`src/rtl/spi_pkg.sv`:
```
// Shared SPI slave definitions: FSM state type, byte geometry and the
// helper that selects which response byte goes out next.
package spi_pkg;

    localparam int SPI_MAX_BYTES = 4;
    localparam int SPI_BYTE_W    = 8;

    typedef enum logic [1:0] {
        IDLE  = 2'd0,
        SHIFT = 2'd1,
        DONE  = 2'd2
    } spi_state_e;

    // Response byte idx of the loaded tx word, or 0 once past the valid count.
    function automatic logic [SPI_BYTE_W-1:0] tx_byte_sel(
        input logic [SPI_MAX_BYTES*SPI_BYTE_W-1:0] data,
        input logic [2:0]                          nvalid,
        input logic [2:0]                          idx
    );
        logic [SPI_BYTE_W-1:0] b;
        b = '0;
        if ((idx < 3'(SPI_MAX_BYTES)) && (idx < nvalid)) begin
            b = data[{idx[1:0], 3'b000} +: SPI_BYTE_W];
        end
        return b;
    endfunction

endpackage

```
`src/rtl/spi_sync_edge.sv`:
```
// Brings one asynchronous SPI pin into clk_i and produces one-cycle rise and
// fall strobes. Macro SPI_SLAVE_DOUBLE_SYNC_EN selects a 2-flop synchroniser
// (3-cycle pin-to-strobe latency); otherwise a 1-flop synchroniser (2 cycles).
module spi_sync_edge #(
    parameter logic IDLE_VAL = 1'b0
) (
    input  logic clk_i,
    input  logic rst_i,
    input  logic async_i,
    output logic sync_o,
    output logic rise_o,
    output logic fall_o
);

`ifdef SPI_SLAVE_DOUBLE_SYNC_EN
    logic meta_q, meta_d;
`endif
    logic sync_q, sync_d;
    logic prev_q, prev_d;

    // Next values for the synchroniser chain and the edge-detect history flop.
    always_comb begin
`ifdef SPI_SLAVE_DOUBLE_SYNC_EN
        meta_d = async_i;
        sync_d = meta_q;
`else
        sync_d = async_i;
`endif
        prev_d = sync_q;
    end

    // Chain registers; reset to the idle line level so no false edge appears.
    always_ff @(posedge clk_i) begin
        if (rst_i) begin
`ifdef SPI_SLAVE_DOUBLE_SYNC_EN
            meta_q <= IDLE_VAL;
`endif
            sync_q <= IDLE_VAL;
            prev_q <= IDLE_VAL;
        end else begin
`ifdef SPI_SLAVE_DOUBLE_SYNC_EN
            meta_q <= meta_d;
`endif
            sync_q <= sync_d;
            prev_q <= prev_d;
        end
    end

    assign sync_o = sync_q;
    assign rise_o = sync_q & ~prev_q;
    assign fall_o = ~sync_q & prev_q;

endmodule

```
`src/rtl/spi_slave.sv`:
```
// SPI mode-0 slave, oversampled on clk_i. Receives up to MAX_BYTES bytes
// into rx_data_o and returns up to MAX_BYTES preloaded response bytes.
// Build option: SPI_SLAVE_DOUBLE_SYNC_EN selects 2-flop input synchronisers.
module spi_slave
    import spi_pkg::*;
#(
    parameter int MAX_BYTES = 4
) (
    input  logic        clk_i,
    input  logic        rst_i,
    input  logic        spi_clk_i,
    input  logic        spi_ss_i,
    input  logic        spi_mosi_i,
    output logic        spi_miso_o,
    input  logic [31:0] tx_data_i,
    input  logic [2:0]  tx_bytes_valid_i,
    input  logic        tx_load_i,
    output logic        tx_ready_o,
    output logic [31:0] rx_data_o,
    output logic [2:0]  rx_bytes_valid_o,
    output logic        rx_valid_o
);

    localparam logic [2:0] MAX_B = 3'(MAX_BYTES);
    localparam int         WORD_W = SPI_MAX_BYTES * SPI_BYTE_W;

    logic ss_sync, ss_rise, ss_fall;
    logic sclk_sync, sclk_rise, sclk_fall;
    logic mosi_sync, mosi_rise, mosi_fall;
    logic unused_sync;

    spi_sync_edge #(.IDLE_VAL(1'b1)) u_sync_ss (
        .clk_i  (clk_i),
        .rst_i  (rst_i),
        .async_i(spi_ss_i),
        .sync_o (ss_sync),
        .rise_o (ss_rise),
        .fall_o (ss_fall)
    );

    spi_sync_edge #(.IDLE_VAL(1'b0)) u_sync_sclk (
        .clk_i  (clk_i),
        .rst_i  (rst_i),
        .async_i(spi_clk_i),
        .sync_o (sclk_sync),
        .rise_o (sclk_rise),
        .fall_o (sclk_fall)
    );

    spi_sync_edge #(.IDLE_VAL(1'b0)) u_sync_mosi (
        .clk_i  (clk_i),
        .rst_i  (rst_i),
        .async_i(spi_mosi_i),
        .sync_o (mosi_sync),
        .rise_o (mosi_rise),
        .fall_o (mosi_fall)
    );

    assign unused_sync = ^{ss_sync, sclk_sync, mosi_rise, mosi_fall};

    spi_state_e                state_q, state_d;
    logic [2:0]                bit_cnt_q, bit_cnt_d;
    logic [2:0]                byte_cnt_q, byte_cnt_d;
    logic [WORD_W-1:0]         rx_data_q, rx_data_d;
    logic [2:0]                tx_bytes_q, tx_bytes_d;
    logic                      miso_q, miso_d;
    logic [WORD_W-1:0]         tx_data_q, tx_data_d;
    logic [SPI_BYTE_W-1:0]     tx_sr_q, tx_sr_d;
    logic [SPI_BYTE_W-1:0]     rx_sr_q, rx_sr_d;

    // Next-state logic: transaction FSM, shift registers, counters and MISO.
    always_comb begin
        state_d    = state_q;
        bit_cnt_d  = bit_cnt_q;
        byte_cnt_d = byte_cnt_q;
        rx_data_d  = rx_data_q;
        tx_bytes_d = tx_bytes_q;
        miso_d     = miso_q;
        tx_data_d  = tx_data_q;
        tx_sr_d    = tx_sr_q;
        rx_sr_d    = rx_sr_q;

        case (state_q)
            IDLE: begin
                miso_d = 1'b0;
                if (tx_load_i) begin
                    tx_data_d  = tx_data_i;
                    tx_bytes_d = tx_bytes_valid_i;
                end
                if (ss_fall) begin
                    state_d    = SHIFT;
                    bit_cnt_d  = '0;
                    byte_cnt_d = '0;
                    rx_data_d  = '0;
                    // First response bit must be on the wire before the first rise.
                    tx_sr_d    = tx_byte_sel(tx_data_d, tx_bytes_d, 3'd0);
                    miso_d     = tx_sr_d[SPI_BYTE_W-1];
                end
            end

            SHIFT: begin
                if (sclk_rise) begin
                    rx_sr_d   = {rx_sr_q[SPI_BYTE_W-2:0], mosi_sync};
                    bit_cnt_d = bit_cnt_q + 3'd1;
                    if ((bit_cnt_q == 3'd7) && (byte_cnt_q < MAX_B)) begin
                        rx_data_d[{byte_cnt_q[1:0], 3'b000} +: SPI_BYTE_W] = rx_sr_d;
                        byte_cnt_d = byte_cnt_q + 3'd1;
                    end
                end
                if (sclk_fall) begin
                    // A fall with bit count 0 closes a byte; byte_cnt already names the next one.
                    if (bit_cnt_q == 3'd0) begin
                        tx_sr_d = tx_byte_sel(tx_data_q, tx_bytes_q, byte_cnt_q);
                    end else begin
                        tx_sr_d = {tx_sr_q[SPI_BYTE_W-2:0], 1'b0};
                    end
                    miso_d = tx_sr_d[SPI_BYTE_W-1];
                end
                // Evaluated after the clock rise so a coincident last bit still counts.
                if (ss_rise) begin
                    state_d = DONE;
                    miso_d  = 1'b0;
                end
            end

            DONE: begin
                state_d    = IDLE;
                tx_bytes_d = '0;
                miso_d     = 1'b0;
            end

            default: begin
                state_d = IDLE;
                miso_d  = 1'b0;
            end
        endcase
    end

    // Control and visible-output registers with synchronous reset.
    always_ff @(posedge clk_i) begin
        if (rst_i) begin
            state_q    <= IDLE;
            bit_cnt_q  <= '0;
            byte_cnt_q <= '0;
            rx_data_q  <= '0;
            tx_bytes_q <= '0;
            miso_q     <= 1'b0;
        end else begin
            state_q    <= state_d;
            bit_cnt_q  <= bit_cnt_d;
            byte_cnt_q <= byte_cnt_d;
            rx_data_q  <= rx_data_d;
            tx_bytes_q <= tx_bytes_d;
            miso_q     <= miso_d;
        end
    end

    // Datapath registers; only read after being written in a transaction.
    always_ff @(posedge clk_i) begin
        tx_data_q <= tx_data_d;
        tx_sr_q   <= tx_sr_d;
        rx_sr_q   <= rx_sr_d;
    end

    assign spi_miso_o       = miso_q;
    assign tx_ready_o       = (state_q == IDLE);
    assign rx_data_o        = rx_data_q;
    assign rx_bytes_valid_o = byte_cnt_q;
    assign rx_valid_o       = (state_q == DONE);

endmodule

```
`config.mk`:
```
export PLATFORM = sky130hd
export DESIGN_NAME = spi_slave
export DESIGN_NICKNAME = d
export VERILOG_FILES = /design/src/rtl/spi_pkg.sv /design/src/rtl/spi_sync_edge.sv /design/src/rtl/spi_slave.sv
export SDC_FILE = /design/constraint.sdc
export NUM_CORES = 1
export LEC_CHECK = 0
export ABC_AREA = 1
export CORE_MARGIN = 2
export CORE_UTILIZATION = 35
export DETAILED_ROUTE_END_ITERATION = 12
export SYNTH_ARGS = -nofsm -noshare
export SYNTH_HDL_FRONTEND = slang
export SYNTH_SLANG_ARGS = --single-unit
```
`constraint.sdc`:
```
create_clock -name clk_i -period 2.6 [get_ports clk_i]
set_clock_uncertainty 0.1 [all_clocks]
set_input_delay 0.65 -clock clk_i [delete_from_list [all_inputs] [get_ports clk_i]]
set_output_delay 0.65 -clock clk_i [all_outputs]
set_load 0.05 [all_outputs]
```
==> impl_metrics.ini <==
[sta]
slew_viol_final = 0
rsz0062_at_grt = no
setup_slack_ns = 0.166
max-slew-margin-rel = 0.592
fmax_ghz = 0.411
finalHoldViolCount = 0
worst_pin_slew_ns = 0.610
setup_viol = 0
fin_crit_ns = 2.43
final.period_utilization = 0.936

[layout]
area_growth_pct = 31.2
nets = 581
diodes = 0
finalNonFillerCells = 679
drive_above_1_share = 0.0858

[synthesis]
synthCells = 447
yosysUniqueCellTypes = 35
syn_area_mm2 = 0.00414
ys.warnings.count = 0
synthArstFlopShare = 0
yosysTopAreaCell = edfxtp_1
synth.ff_latch_count = 95
postSynthAreaPerCell_um2 = 9.26
ys_top_cells_by_area = edfxtp_1 (33%), dfxtp_1 (24%), nand2_1 (7.4%), a21oi_1 (7.3%), inv_1 (4.8%)
synth_fp_nets = 497
synth_ff_type = dfxtp_1
synth_edf_count = 46
ys_seq_area_frac = 0.571
yosysTopAreaCellShare = 0.334

[die]
row_count = 39
start_util = 0.361
die_x_um = 113
num_io_pins = 79
die-area_mm2 = 0.0127
chipHeight_um = 113
core_region_area_mm2 = 0.0115

[clock_network]
htreeDepth = 3
clkTransAtPathRegs_ns = 0.07
cts_resized = 0
post-cts-setup-buffer-count = 0
cts-hold-fix-buffers = 0
cts_buffer_depth = 2
cts_made_buffers = 9
insertion_delay_ns = 0.34
root_buffer = clkbuf_16
cts_tree = yes
cts.sinks = 95

[outcome]
status = finished, final reports clean

[route]
finalWirelength_um = 9510
via_per_inst = 4.82
first_pass_iters = 4
wl_per_cell_um = 14.0
ant_nets = 0
drt_iter0_markers = 170
drc = 0
num_vias = 3270

[pwr]
power-per-cell-area_mw_per_mm2 = 648
power_mw = 3.52
switching_share = 0.254
clkPwrFrac = 0.383
p_comb_frac = 0.137
seqPwrFrac = 0.480
internal_power_mw = 2.63
p_sw_mw = 0.893
irDropWorstVdd_mv = 0.385
p_leak_nw = 2.16

[grt]
grt_pass1_wl_um = 16300
grt_pass1_vias = 3324
grt_overflow_total = 0
grt.total_usage = 0.159
antenna_found_initial = 0
grt_max_degree = 25

[setup_path]
cp-end-kind = output pin
path_cells = inv_1 > nor2_1 > clkdlybuf4s50_1
cp.required_ns = 1.85
worstPathArrival_ns = 1.68
path_class = flip-flop to output pin
rr_worst_depth = 6
slowest_stage = clkdlybuf4s50_1
path_max_fanout = 2
cpPeakStageDelay_ns = 0.81
start_kind = flip-flop

[placed_design]
io_buffers = 78
place.detailed.hpwl_um = 7150
pre_cts_ws_ns = -0.0674
dp_cells = 663
gp_congestion = 0.827

[min_path]
min_path_cells = 2
hp-class = flip-flop to flip-flop

[flow_run]
max-cap-violations = 0
sequential cells by signal, summed over array words and instances (netlist names):
| signal | count |
|---|---|
| rx_data_o | 32 |
| tx_data_q | 32 |
| rx_sr_q | 7 |
| tx_sr_q | 7 |
| bit_cnt_q | 3 |
| rx_bytes_valid_o | 3 |
| tx_bytes_q | 3 |
| state_q | 2 |
| spi_miso_o | 1 |
| u_sync_mosi.sync_o | 1 |
| u_sync_sclk.prev_q | 1 |
| u_sync_sclk.sync_o | 1 |
| u_sync_ss.prev_q | 1 |
| u_sync_ss.sync_o | 1 |
power by group through the flow:
stage	combinational [mW]	sequential, mW	clock [mW]
floorplan	0.267	1.76	0
global placement	0.478	1.72	0
detailed placement	0.487	1.72	0
CTS	0.489	1.69	1.37
global route	0.542	1.70	1.44
finish	0.483	1.69	1.35
cells in the mapped netlist (2+ instances only):
cell type / number
nand2_1: 82
or2_2: 2
clkbuf_1: 8
a211oi_1: 4
dfxtp_1: 49
nor3_1: 5
nand2_4: 2
inv_1: 53
buf_2: 6
o21ai_0: 34
edfxtp_1: 46
nand3_1: 23
a21oi_1: 60
nor2_8: 2
ha_1: 9
nor2_1: 37
a2bb2oi_1: 2
a21o_1: 6
worst paths after layout:
path                            from            endpoint  slack [ns]
hold reg to reg   u_sync_sclk.sync_o  u_sync_sclk.prev_q        0.34
hold / removal    u_sync_sclk.sync_o  u_sync_sclk.prev_q        0.34
setup reg to reg          state_q[0]       rx_data_o[12]        0.60
setup / recovery          state_q[1]          rx_valid_o        0.17
metal layers:
| layer | GRT usage | vias up | wire length, um | share of wire |
|---|---|---|---|---|
| met5 | 0 | - | 0 | 0 |
| met4 | 0.0496 | 0 | 148 | 0.016 |
| met3 | 0.0348 | 13 | 452 | 0.048 |
| met2 | 0.271 | 81 | 4690 | 0.49 |
| met1 | 0.201 | 1516 | 4230 | 0.44 |
| li1 | - | 1660 | - | - |
stage by stage:
stage               utilization  cell area (um^2)  TNS, ns  hold slack, ns
floorplan                     -              4140        0           0.317
global placement          0.447              5130        0           0.331
detailed placement        0.447              5130   -0.294           0.336
CTS                       0.474              5430        0           0.346
global route              0.474              5430        0           0.360
finish                    0.474              5430        0           0.343
cells by family (layout without fill, tap and decap cells):
kind of cell / after synthesis / count (layout) / synth area share
AND/OR/NAND/NOR: 162 / 162 / 0.187
flip-flops: 95 / 95 / 0.571
multiplexers: 1 / 1 / 0.00242
adder cells (fa/ha/maj): 9 / 9 / 0.0272
AO/OA/AOI/OAI: 110 / 110 / 0.145
buffers and inverters: 70 / 159 / 0.0677
critical path: cells and delay by family (launching register included):
family	cells	cell delay [ns]
flops	1	0.35
buf+inv	2	0.89
simple gates	1	0.10
placed cells by master, fill, tap and decap left out, types with 2 or more instances in the layout:
master and n:
clkdlybuf4s50_1 75, clkbuf_16 9, dfxtp_1 49, or2_2 2, a21oi_1 60, nand2_1 82, nand2_4 2, nor2_1 36
inv_1 53, buf_4 10, nor2_2 2, inv_6 3, a21o_1 6, nor3_1 5, buf_12 2, ha_1 9
o21ai_0 34, a2bb2oi_1 2, nor2_8 2, a211oi_1 4, clkinv_4 2, nand3_1 23, edfxtp_1 46
layout make-up:
cell class | instances | area, um^2
Fill cell | 1070 | 6040
Sequential cell | 95 | 2360
Multi-Input combinational cell | 282 | 1500
Timing Repair Buffer | 87 | 866
Clock buffer | 11 | 243
Inverter | 56 | 220
Tap cell | 143 | 179
Clock inverter | 5 | 62.6
(Power assumes the default switching activity.)
